===== src/rtl/norz_cycle_sequencer.sv =====
// Machine-cycle sequencer for the instruction decoder tree: owns the phase
// timer (XPT), opcode latch (ITABLE) and operand latches (OP/OPold).
module norz_cycle_sequencer #(
    parameter logic [3:0] XPT_MAX = 4'd15
) (
    input  logic       clock,
    input  logic       reset,
    input  logic       mem_ready,
    input  logic [7:0] data_in,
    input  logic       hold,
    input  logic       P2_Set_CM1,
    input  logic       P2_Set_CMR,
    input  logic       P2_Set_CMA,
    input  logic       PR_Reset_XPT,
    input  logic       P2_Reset_ITABLE,
    output logic       mem_req,
    output logic       dec_enable,
    output logic [3:0] XPT,
    output logic [3:0] notXPT,
    output logic [7:0] ITABLE,
    output logic [7:0] notITABLE,
    output logic [7:0] OP,
    output logic [7:0] OPold,
    output logic       CM1,
    output logic       CMR,
    output logic       CMA,
    output logic       fault
);

    typedef enum logic [1:0] {
        S_FETCH = 2'd0,
        S_EXEC  = 2'd1,
        S_READ  = 2'd2,
        S_ALU   = 2'd3
    } state_t;

    localparam logic [2:0] CLS_CM1 = 3'b001;
    localparam logic [2:0] CLS_CMR = 3'b010;
    localparam logic [2:0] CLS_CMA = 3'b100;

    state_t     state_q, state_d;
    logic [3:0] xpt_q, xpt_d;
    logic [7:0] itable_q, itable_d;
    logic [7:0] op_q, op_d;
    logic [7:0] opold_q, opold_d;
    logic [2:0] cls_q, cls_d;
    logic       fault_q, fault_d;

    logic       set_any;
    logic       set_multi;

    assign set_any   = P2_Set_CM1 | P2_Set_CMR | P2_Set_CMA;
    assign set_multi = (P2_Set_CM1 & P2_Set_CMR) | (P2_Set_CM1 & P2_Set_CMA) |
                       (P2_Set_CMR & P2_Set_CMA);

    always_ff @(posedge clock) begin
        if (reset) begin
            state_q  <= S_FETCH;
            xpt_q    <= 4'd0;
            itable_q <= 8'h00;
            op_q     <= 8'h00;
            opold_q  <= 8'h00;
            cls_q    <= CLS_CM1;
            fault_q  <= 1'b0;
        end else begin
            state_q  <= state_d;
            xpt_q    <= xpt_d;
            itable_q <= itable_d;
            op_q     <= op_d;
            opold_q  <= opold_d;
            cls_q    <= cls_d;
            fault_q  <= fault_d;
        end
    end

    always_comb begin
        state_d  = state_q;
        xpt_d    = xpt_q;
        itable_d = itable_q;
        op_d     = op_q;
        opold_d  = opold_q;
        cls_d    = cls_q;
        fault_d  = fault_q;

        unique case (state_q)
            S_FETCH: begin
                if (mem_ready) begin
                    itable_d = data_in;
                    xpt_d    = 4'd0;
                    state_d  = S_EXEC;
                end
            end
            S_READ: begin
                if (mem_ready) begin
                    opold_d = op_q;
                    op_d    = data_in;
                    state_d = S_EXEC;
                end
            end
            S_ALU: begin
                state_d = S_EXEC;
            end
            S_EXEC: begin
                if (!hold) begin
                    if (set_multi) begin
                        fault_d = 1'b1;
                    end
                    if (P2_Reset_ITABLE) begin
                        itable_d = 8'h00;
                    end
                    // XPT saturates at XPT_MAX so it can never wrap to zero
                    if (PR_Reset_XPT || P2_Set_CM1) begin
                        xpt_d = 4'd0;
                    end else if (xpt_q != XPT_MAX) begin
                        xpt_d = xpt_q + 4'd1;
                    end

                    if (P2_Set_CM1) begin
                        state_d = S_FETCH;
                        cls_d   = CLS_CM1;
                    end else if (P2_Set_CMR) begin
                        state_d = S_READ;
                        cls_d   = CLS_CMR;
                    end else if (P2_Set_CMA) begin
                        state_d = S_ALU;
                        cls_d   = CLS_CMA;
                    end else if ((xpt_q == XPT_MAX) && !PR_Reset_XPT) begin
                        // Missing end-of-instruction: abandon and refetch
                        fault_d  = 1'b1;
                        itable_d = 8'h00;
                        state_d  = S_FETCH;
                        cls_d    = CLS_CM1;
                    end
                end
            end
            default: state_d = S_FETCH;
        endcase
    end

    assign mem_req    = !reset && ((state_q == S_FETCH) || (state_q == S_READ));
    assign dec_enable = !reset && (state_q == S_EXEC);
    assign XPT        = xpt_q;
    assign notXPT     = ~xpt_q;
    assign ITABLE     = itable_q;
    assign notITABLE  = ~itable_q;
    assign OP         = op_q;
    assign OPold      = opold_q;
    assign CM1        = cls_q[0];
    assign CMR        = cls_q[1];
    assign CMA        = cls_q[2];
    assign fault      = fault_q;

endmodule

===== config.mk =====
export PLATFORM = sky130hd
export DESIGN_NAME = norz_cycle_sequencer
export DESIGN_NICKNAME = d
export VERILOG_FILES = /design/src/rtl/norz_cycle_sequencer.sv
export SDC_FILE = /design/constraint.sdc
export NUM_CORES = 1
export LEC_CHECK = 0
export BUFFER_PORTS_ARGS = -buffer_cell sky130_fd_sc_hd__buf_2
export CORE_MARGIN = 10
export CORE_UTILIZATION = 40
export DETAILED_ROUTE_END_ITERATION = 12
export HOLD_SLACK_MARGIN = 0.06
export PLACE_DENSITY = 0.78
export SLEW_MARGIN = 30
export SYNTH_ARGS = -nofsm -noshare
export SYNTH_HDL_FRONTEND = slang
export SYNTH_SLANG_ARGS = --single-unit

===== constraint.sdc =====
create_clock -name clock -period 2 [get_ports clock]
set_clock_uncertainty 0.05 [all_clocks]
set_input_delay 0.4 -clock clock [delete_from_list [all_inputs] [get_ports clock]]
set_output_delay 0.4 -clock clock [all_outputs]
set_load 0.01 [all_outputs]

==> results.py, run 1 <==
metrics = {
    "critical_path": {
        "crit_path_max_incr_delay_ns": 0.40,
        "worst_setup_path_start_kind": "flop",
        "cp_cell_sequence": "ha_1 -> nand4b_1 -> o2111ai_1 -> o311ai_0",
        "cp.required_ns": 2.09,
        "endpoint_kind": "flop",
        "critPathMaxFanout": 11,
        "crit_path_top_delay_cell": "nand4b_1",
        "critPathKind": "reg2reg",
        "worstPathArrival_ns": 1.89,
    },
    "timing": {
        "maxSlewViolCount": 0,
        "tightestPinTransition_ns": 0.6084,
        "rsz0062_at_grt": "false",
        "fmax_mhz": 555.3,
        "final.setup.tns_ns": 0,
        "hold_viol": 0,
        "slew_headroom_pct": 59.33,
        "final.period_utilization_pct": 90.04,
        "finalCriticalPeriod_ns": 1.801,
        "finalSetupViolCount": 0,
    },
    "synthesis": {
        "avgSynthCellArea_um2": 8.422,
        "synth_cells": 186,
        "synth_top_area_cell": "dfxtp_1",
        "synth_edf_count": 0,
        "synth_top_area_share_pct": 43.45,
        "synthTopCellsByArea": "dfxtp_1 43%, nand2_1 11%, a21oi_1 5.8%, o2111ai_1 5.0%, o311ai_0 4.5%",
        "synthTopCellsByCount": "45 x nand2_1, 34 x dfxtp_1, 18 x a21oi_1",
        "postSynth.asyncResetShare_pct": 0,
        "synth_cell_types": 42,
        "yosysSeqAreaShare_pct": 43.45,
        "ys.flop_type": "dfxtp_1",
        "synth_area_um2": 1567,
        "ys_ff_latch": 34,
        "yosysWarnings": 0,
        "synth_most_common_cell": "nand2_1",
        "syn_nets": 204,
    },
    "global_routing": {
        "grt_pass1_wl_um": 7279,
        "grt_max_degree": 23,
        "grt.total_usage_pct": 13.49,
        "grt_pass1_vias": 1532,
        "gr-total-overflow": 0,
        "antenna_found_initial": 0,
    },
    "placement": {
        "place_inst": 288,
        "placement.io_buffers": 62,
        "place.gp.congestion": 0.8451,
        "post_dp_cell_area_um2": 1898,
        "dp_hpwl_um": 3379,
    },
    "finish": {
        "drive_gt1_share_pct": 32.66,
        "fin_cells": 296,
        "final_util_pct": 54.78,
        "design_area_um2": 2036,
        "diodes": 0,
        "nets": 265,
        "syn2layout_area_growth_pct": 29.95,
        "n_fill_cell": 359,
    },
    "clocking": {
        "clock_latency_ns": 0.29,
        "cts_tree": "done",
        "root_buffer": "clkbuf_8",
        "cts_resized": 0,
        "cts-htree-levels": 2,
        "cts_setup_buffers": 0,
        "cts.clk_slew.worst_paths_ns": 0.08,
        "postCtsHoldBufs": 0,
        "clockBufferDepth": 2,
        "cts_sinks": 34,
        "numCtsBuffers": 5,
    },
    "min_path": {
        "min_path_type": "in2reg",
    },
    "pwr": {
        "combPwrFrac_pct": 10.1,
        "p_clk_share_pct": 46.7,
        "vdd_drop_max_uv": 499.1,
        "leakage_nw": 0.8232,
        "p_per_area_nw_per_um2": 810.9,
        "p_int_mw": 1.260,
        "power.net_switching_uw": 390.8,
        "seq_power_share_pct": 43.3,
        "swShare_pct": 23.67,
    },
    "floorplanning": {
        "die_w_um": 82.58,
        "io_pins": 63,
        "start_util_pct": 42.15,
        "core_area_um2": 3716,
        "die_area_um2": 6819,
        "rows": 22,
        "fp.dieH_um": 82.58,
    },
    "detailed_routing": {
        "firstDrtPassIters": 4,
        "drt_iter0_drc": 74,
        "drc": 0,
        "routed_wl_um": 4534,
        "vias": 1536,
        "ant_nets": 0,
        "routed_via_density": 5.189,
        "wl_per_cell_um": 15.32,
    },
    "status": {
        "status": "complete, no violations",
    },
    "run": {
        "drv_cap": 0,
    },
}
cell type report:
cell class	count	area [um^2]	area share, %
Inverter	16	60.06	2.950
Multi-Input combinational cell	125	764.5	37.55
Timing Repair Buffer	65	332.8	16.35
Clock buffer	5	68.82	3.380
Clock inverter	3	68.82	3.380
Tap cell	48	60.06	2.950
Sequential cell	34	680.7	33.44
layout by cell type (no fill, tap or decap), types with 2 or more instances in the layout:
cell,instances
bufinv_16,2
o2111ai_1,9
clkbuf_8,5
o211ai_1,2
o22ai_1,2
buf_4,3
nor3b_2,2
a221oi_1,2
o21ai_1,2
buf_2,62
nand2_1,45
a21oi_1,18
o21ai_0,3
nor2_1,4
nor2b_1,2
o311ai_0,8
inv_1,16
dfxtp_1,34
nand2b_1,3
nand3_1,2
logic make-up (layout without fill, tap and decap cells):
| logic type | after synthesis | in the layout | share of synthesized area (%) |
|---|---|---|---|
| adder cells (fa/ha/maj) | 1 | 1 | 0.7986 |
| flip-flops | 34 | 34 | 43.45 |
| buffers and inverters | 27 | 89 | 7.748 |
| AND/OR/NAND/NOR | 68 | 68 | 22.44 |
| AO/OA/AOI/OAI | 56 | 56 | 25.56 |
per-layer routing:
layer | routed length (um) | share of wire (%) | global-route usage (%)
met1 | 2016 | 44 | 15.65
met2 | 2088 | 46 | 22.24
met3 | 377 | 8.3 | 5.292
met4 | 51 | 1.1 | 4.515
met5 | 0 | 0 | 0
critical path: cells and delay by family (launching register included):
| kind | cells | cell delay, ns |
|---|---|---|
| and+or+nand+nor | 1 | 0.40 |
| DFF | 1 | 0.39 |
| adders and majority gates | 1 | 0.29 |
| AOI/OAI and AO/OA | 2 | 0.51 |
through the flow:
step / setup WS [ns] / hold slack [ns] / power, mW
final: 0.1992 / 0.2937 / 1.651
after global routing: 0.07124 / 0.3148 / 1.708
after CTS: 0.2428 / 0.2870 / 1.659
after detailed placement: 0.2573 / 0.3940 / 0.8947
after global placement: 0.3009 / 0.3897 / 0.8934
after floorplan: 0.4146 / 0.4302 / 0.8196
path summary, 6_finish.rpt:
check / cells after the start / from / slack (ns) / endpoint
setup / recovery: 4 / XPT[0]$_SDFFE_PP0P_ / 0.20 / ITABLE[7]$_SDFFE_PP0P_
setup reg to reg: 4 / XPT[0]$_SDFFE_PP0P_ / 0.20 / ITABLE[7]$_SDFFE_PP0P_
hold reg to reg: 2 / OPold[1]$_SDFFE_PP0P_ / 0.40 / OPold[1]$_SDFFE_PP0P_
hold / removal: 3 / data_in[2] / 0.29 / ITABLE[2]$_SDFFE_PP0P_
power groups by stage:
stage / Combinational, mW / Sequential [mW] / Clock, mW
6_report: 0.166 / 0.714 / 0.770
5_1_grt: 0.185 / 0.717 / 0.805
4_1_cts: 0.167 / 0.714 / 0.778
3_5_place_dp: 0.166 / 0.729 / 0
3_3_place_gp: 0.165 / 0.729 / 0
2_1_floorplan: 0.0896 / 0.730 / 0
sequential cells by signal, indices dropped and copies added, names as in the netlist:
signal and flops:
OPold 8, XPT 4, cls_q 3, OP 8, ITABLE 8, state_q 2
fault 1
(Power assumes the default switching activity.)
==> inputs of run 2 (changes only) <==
- REMOVE_ABC_BUFFERS: unset -> 1
==> results.py, run 2 (synthesis results as in run 1) <==
metrics = {
    "detailed_routing": {
        "drt_iter0_drc": 91,
        "drc": 0,
        "wl_per_cell_um": 15.33,
        "ant_nets": 0,
        "routed_via_density": 5.270,
        "vias": 1560,
        "firstDrtPassIters": 4,
        "routed_wl_um": 4538,
    },
    "pwr": {
        "p_clk_share_pct": 34.6,
        "swShare_pct": 25.84,
        "seq_power_share_pct": 52.9,
        "vdd_drop_max_uv": 359.1,
        "p_per_area_nw_per_um2": 680.8,
        "leakage_nw": 0.7986,
        "combPwrFrac_pct": 12.4,
        "power.net_switching_uw": 348.6,
        "p_int_mw": 1.001,
    },
    "clocking": {
        "cts_sinks": 34,
        "cts_tree": "done",
        "clockBufferDepth": 2,
        "root_buffer": "clkbuf_8",
        "numCtsBuffers": 5,
        "postCtsHoldBufs": 0,
        "cts.clk_slew.worst_paths_ns": 0.07,
        "clock_latency_ns": 0.28,
        "cts-htree-levels": 2,
        "cts_resized": 0,
        "cts_setup_buffers": 0,
    },
    "min_path": {
        "min_path_type": "in2reg",
    },
    "finish": {
        "diodes": 0,
        "syn2layout_area_growth_pct": 26.52,
        "final_common_cell": "buf_2",
        "n_fill_cell": 372,
        "final_cell_mix": "62 x buf_2, 45 x nand2_1, 34 x dfxtp_1, 18 x a21oi_1, 16 x inv_1",
        "drive_gt1_share_pct": 31.85,
        "nets": 266,
    },
    "timing": {
        "maxSlewViolCount": 0,
        "whs_ns": 0.2940,
        "fmax_mhz": 554.8,
        "rsz0062_at_grt": "false",
        "hold_viol": 0,
        "final.period_utilization_pct": 90.13,
        "finalSetupViolCount": 0,
        "slew_headroom_pct": 49.35,
        "fin_ws_ns": 0.1974,
        "tightestPinTransition_ns": 0.7578,
        "finalCriticalPeriod_ns": 1.803,
        "final.setup.tns_ns": 0,
    },
    "placement": {
        "dp_hpwl_um": 3411,
        "placement.io_buffers": 62,
        "place.gp.congestion": 0.7859,
        "place_ws_ns": 0.2382,
    },
    "floorplanning": {
        "start_util_pct": 42.15,
        "io_pins": 63,
        "die_area_um2": 6819,
        "core_area_um2": 3716,
        "die_w_um": 82.58,
        "rows": 22,
        "fp.dieH_um": 82.58,
    },
    "global_routing": {
        "grt_pass1_wl_um": 7217,
        "grt_max_degree": 21,
        "antenna_found_initial": 0,
        "gr-total-overflow": 0,
        "grt_pass1_vias": 1472,
        "grt.total_usage_pct": 13.26,
    },
    "critical_path": {
        "critPathKind": "reg2reg",
        "critPathMaxFanout": 11,
        "worst_setup_path_start_kind": "flop",
        "worstPathArrival_ns": 1.90,
        "endpoint_kind": "flop",
        "cp.required_ns": 2.09,
    },
    "run": {
        "drv_cap": 0,
    },
    "status": {
        "status": "complete, no violations",
    },
}
## run 2: cell count changes in the layout (fill, tap and decap cells not counted), sizes merged
| cell | previous run | this run |
|---|---|---|
| clkinv | 1 | 0 |
| buf | 65 | 66 |
| bufinv | 2 | 0 |
| clkbuf | 5 | 7 |
## run 2: layer usage
layer / wire length [um] / global-route usage (%) / vias up
met5: 0 / 0 / -
li1: - / - / 793
met4: 66 / 4.515 / 0
met2: 2144 / 21.15 / 44
met1: 1927 / 16.20 / 718
met3: 400 / 4.752 / 5
## run 2: cell type report
type,count,area (um^2),area share [%]
clock buffers,7,76.32,3.851
inverters,16,60.06,3.030
multi-input cells,125,764.5,38.57
flip-flops and latches,34,680.7,34.34
well taps,48,60.06,3.030
repair buffers,66,340.3,17.17
## run 2: critical path, stage by stage, from the launching register on
cell and delay, ns:
dfxtp_1 0.39, ha_1 0.29, nand4b_1 0.44, o2111ai_1 0.35, o311ai_0 0.15
## run 2: path summary, 6_finish.rpt
check | slack (ns) | start | endpoint | cells past startpoint
min reg2reg | 0.40 | OPold[4]$_SDFFE_PP0P_ | OPold[4]$_SDFFE_PP0P_ | 2
min | 0.29 | data_in[5] | ITABLE[5]$_SDFFE_PP0P_ | 3
max | 0.20 | XPT[0]$_SDFFE_PP0P_ | ITABLE[1]$_SDFFE_PP0P_ | 4
max reg2reg | 0.20 | XPT[0]$_SDFFE_PP0P_ | ITABLE[1]$_SDFFE_PP0P_ | 4
## run 2: power by group through the flow
stage,Combinational (mW),Sequential [mW],Clock [mW]
final,0.168,0.714,0.467
after CTS,0.169,0.714,0.472
after floorplan,0.0715,0.734,0
after detailed placement,0.169,0.729,0
after global routing,0.187,0.717,0.499
after global placement,0.166,0.729,0
## run 2: per-stage QoR
stage	util (%)	cell area (um^2)	std cells	total power, mW
2_1_floorplan	-	1505	175	0.8052
3_3_place_gp	51.28	1906	289	0.8950
3_5_place_dp	51.28	1906	289	0.8978
4_1_cts	53.33	1982	296	1.356
5_1_grt	53.33	1982	296	1.403
6_report	53.33	1982	296	1.349
==> inputs of run 3 (changes only) <==
- RECOVER_POWER: unset -> 100
==> results.py, run 3 (synthesis results as in run 1) <==
metrics = {
    "clocking": {
        "cts.clk_slew.worst_paths_ns": 0.06,
        "cts_setup_buffers": 0,
        "cts-htree-levels": 2,
        "numCtsBuffers": 5,
        "cts_sinks": 34,
        "clock_latency_ns": 0.28,
        "postCtsHoldBufs": 0,
        "cts_tree": "done",
        "cts_resized": 0,
        "root_buffer": "clkbuf_8",
        "clockBufferDepth": 2,
    },
    "global_routing": {
        "gr-total-overflow": 0,
        "grt.total_usage_pct": 13.26,
        "use_met3_pct": 4.752,
        "grt_pass1_wl_um": 7217,
        "grt_use_met2_pct": 21.15,
        "top_usage_layer": "met2",
        "grt_util_met1_pct": 16.20,
        "grt_pass1_vias": 1472,
        "antenna_found_initial": 0,
        "grt_max_degree": 21,
    },
    "detailed_routing": {
        "routed_via_density": 5.233,
        "wl_per_cell_um": 15.55,
        "firstDrtPassIters": 4,
        "drt_iter0_drc": 109,
        "drc": 0,
        "vias": 1549,
        "ant_nets": 0,
        "routed_wl_um": 4603,
    },
    "finish": {
        "multi_input_area_um2": 754.5,
        "diodes": 0,
        "nets": 266,
        "regArea_um2": 680.7,
        "n_fill_cell": 400,
        "drive_gt1_share_pct": 12.50,
        "syn2layout_area_growth_pct": 22.04,
        "final_common_cell": "clkbuf_1",
        "final_cell_mix": "48 x clkbuf_1, 45 x nand2_1, 34 x dfxtp_1, 18 x a21oi_1, 17 x buf_2",
    },
    "timing": {
        "final.setup.tns_ns": 0,
        "slew_headroom_pct": 47.85,
        "rsz0062_at_grt": "false",
        "fin_ws_ns": 0.1848,
        "hold_viol": 0,
        "maxSlewViolCount": 0,
        "fmax_mhz": 550.9,
        "tightestPinTransition_ns": 0.7823,
        "finalSetupViolCount": 0,
        "final.period_utilization_pct": 90.76,
        "finalCriticalPeriod_ns": 1.815,
    },
    "floorplanning": {
        "die_w_um": 82.58,
        "rows": 22,
        "fp.dieH_um": 82.58,
        "core_area_um2": 3716,
        "io_pins": 63,
        "die_area_um2": 6819,
        "start_util_pct": 42.15,
    },
    "run": {
        "drv_cap": 0,
    },
    "min_path": {
        "min_path_type": "in2reg",
    },
    "critical_path": {
        "crit_path_max_incr_delay_ns": 0.66,
        "worst_setup_path_start_kind": "flop",
        "cp_cell_sequence": "nor3b_1 -> o21ai_1 -> a31o_2",
        "worstPathArrival_ns": 1.93,
        "worst-path-buf-inv": 0,
        "path_delay_family": "simple AND/OR/NAND/NOR gates",
        "critPathKind": "reg2reg",
        "crit_path_top_delay_cell": "nor3b_1",
        "endpoint_kind": "flop",
        "cp.required_ns": 2.12,
        "critPathMaxFanout": 12,
    },
    "placement": {
        "place.gp.congestion": 0.7859,
        "dp_hpwl_um": 3411,
        "place_ws_ns": 0.2382,
        "placement.io_buffers": 62,
    },
    "status": {
        "status": "complete, no violations",
    },
    "pwr": {
        "p_per_area_nw_per_um2": 698.4,
        "leakage_nw": 0.6354,
        "total_power_mw": 1.335,
        "vdd_drop_max_uv": 349.1,
    },
}
## run 3: layout make-up
type	count	share of cell area (%)
repair buffers	66	14.66
flip-flops and latches	34	35.60
inverters	16	3.141
clock buffers	7	3.992
multi-input cells	125	39.46
well taps	48	3.141
## run 3: metal layers
layer | routed length, um | up-vias
li1 | - | 790
met1 | 1983 | 702
met2 | 2152 | 52
met3 | 400 | 5
met4 | 66 | 0
met5 | 0 | -
## run 3: path summary, 6_finish.rpt
| kind | end | start | slack, ns | depth (start not counted) |
|---|---|---|---|---|
| worst max-delay path | cls_q[1]$_SDFFE_PP0P_ | state_q[0]$_SDFFE_PP0P_ | 0.18 | 3 |
| worst min-delay path | ITABLE[5]$_SDFFE_PP0P_ | data_in[5] | 0.30 | 3 |
| worst max register to register | cls_q[1]$_SDFFE_PP0P_ | state_q[0]$_SDFFE_PP0P_ | 0.18 | 3 |
| worst min register to register | OPold[4]$_SDFFE_PP0P_ | OPold[4]$_SDFFE_PP0P_ | 0.40 | 2 |
## run 3: tightest hold or removal path: stages
cell      delay (ns)
buf_2           0.08
nand2_1         0.04
o311ai_0        0.06
## run 3: through the flow
step / utilization, % / hold slack [ns] / instances / cell area, um^2
finish: 51.45 / 0.2968 / 296 / 1912
global route: 51.45 / 0.3191 / 296 / 1912
CTS: 53.33 / 0.2959 / 296 / 1982
detailed placement: 51.28 / 0.3930 / 289 / 1906
global placement: 51.28 / 0.3884 / 289 / 1906
floorplan: - / 0.4162 / 175 / 1505
## run 3: where the power goes
part	internal, mW	switching [mW]	leakage, nW
sequential	0.696	0.0192	0.276
combinational	0.0564	0.103	0.321
clock	0.239	0.222	0.0383
total	0.992	0.344	0.635
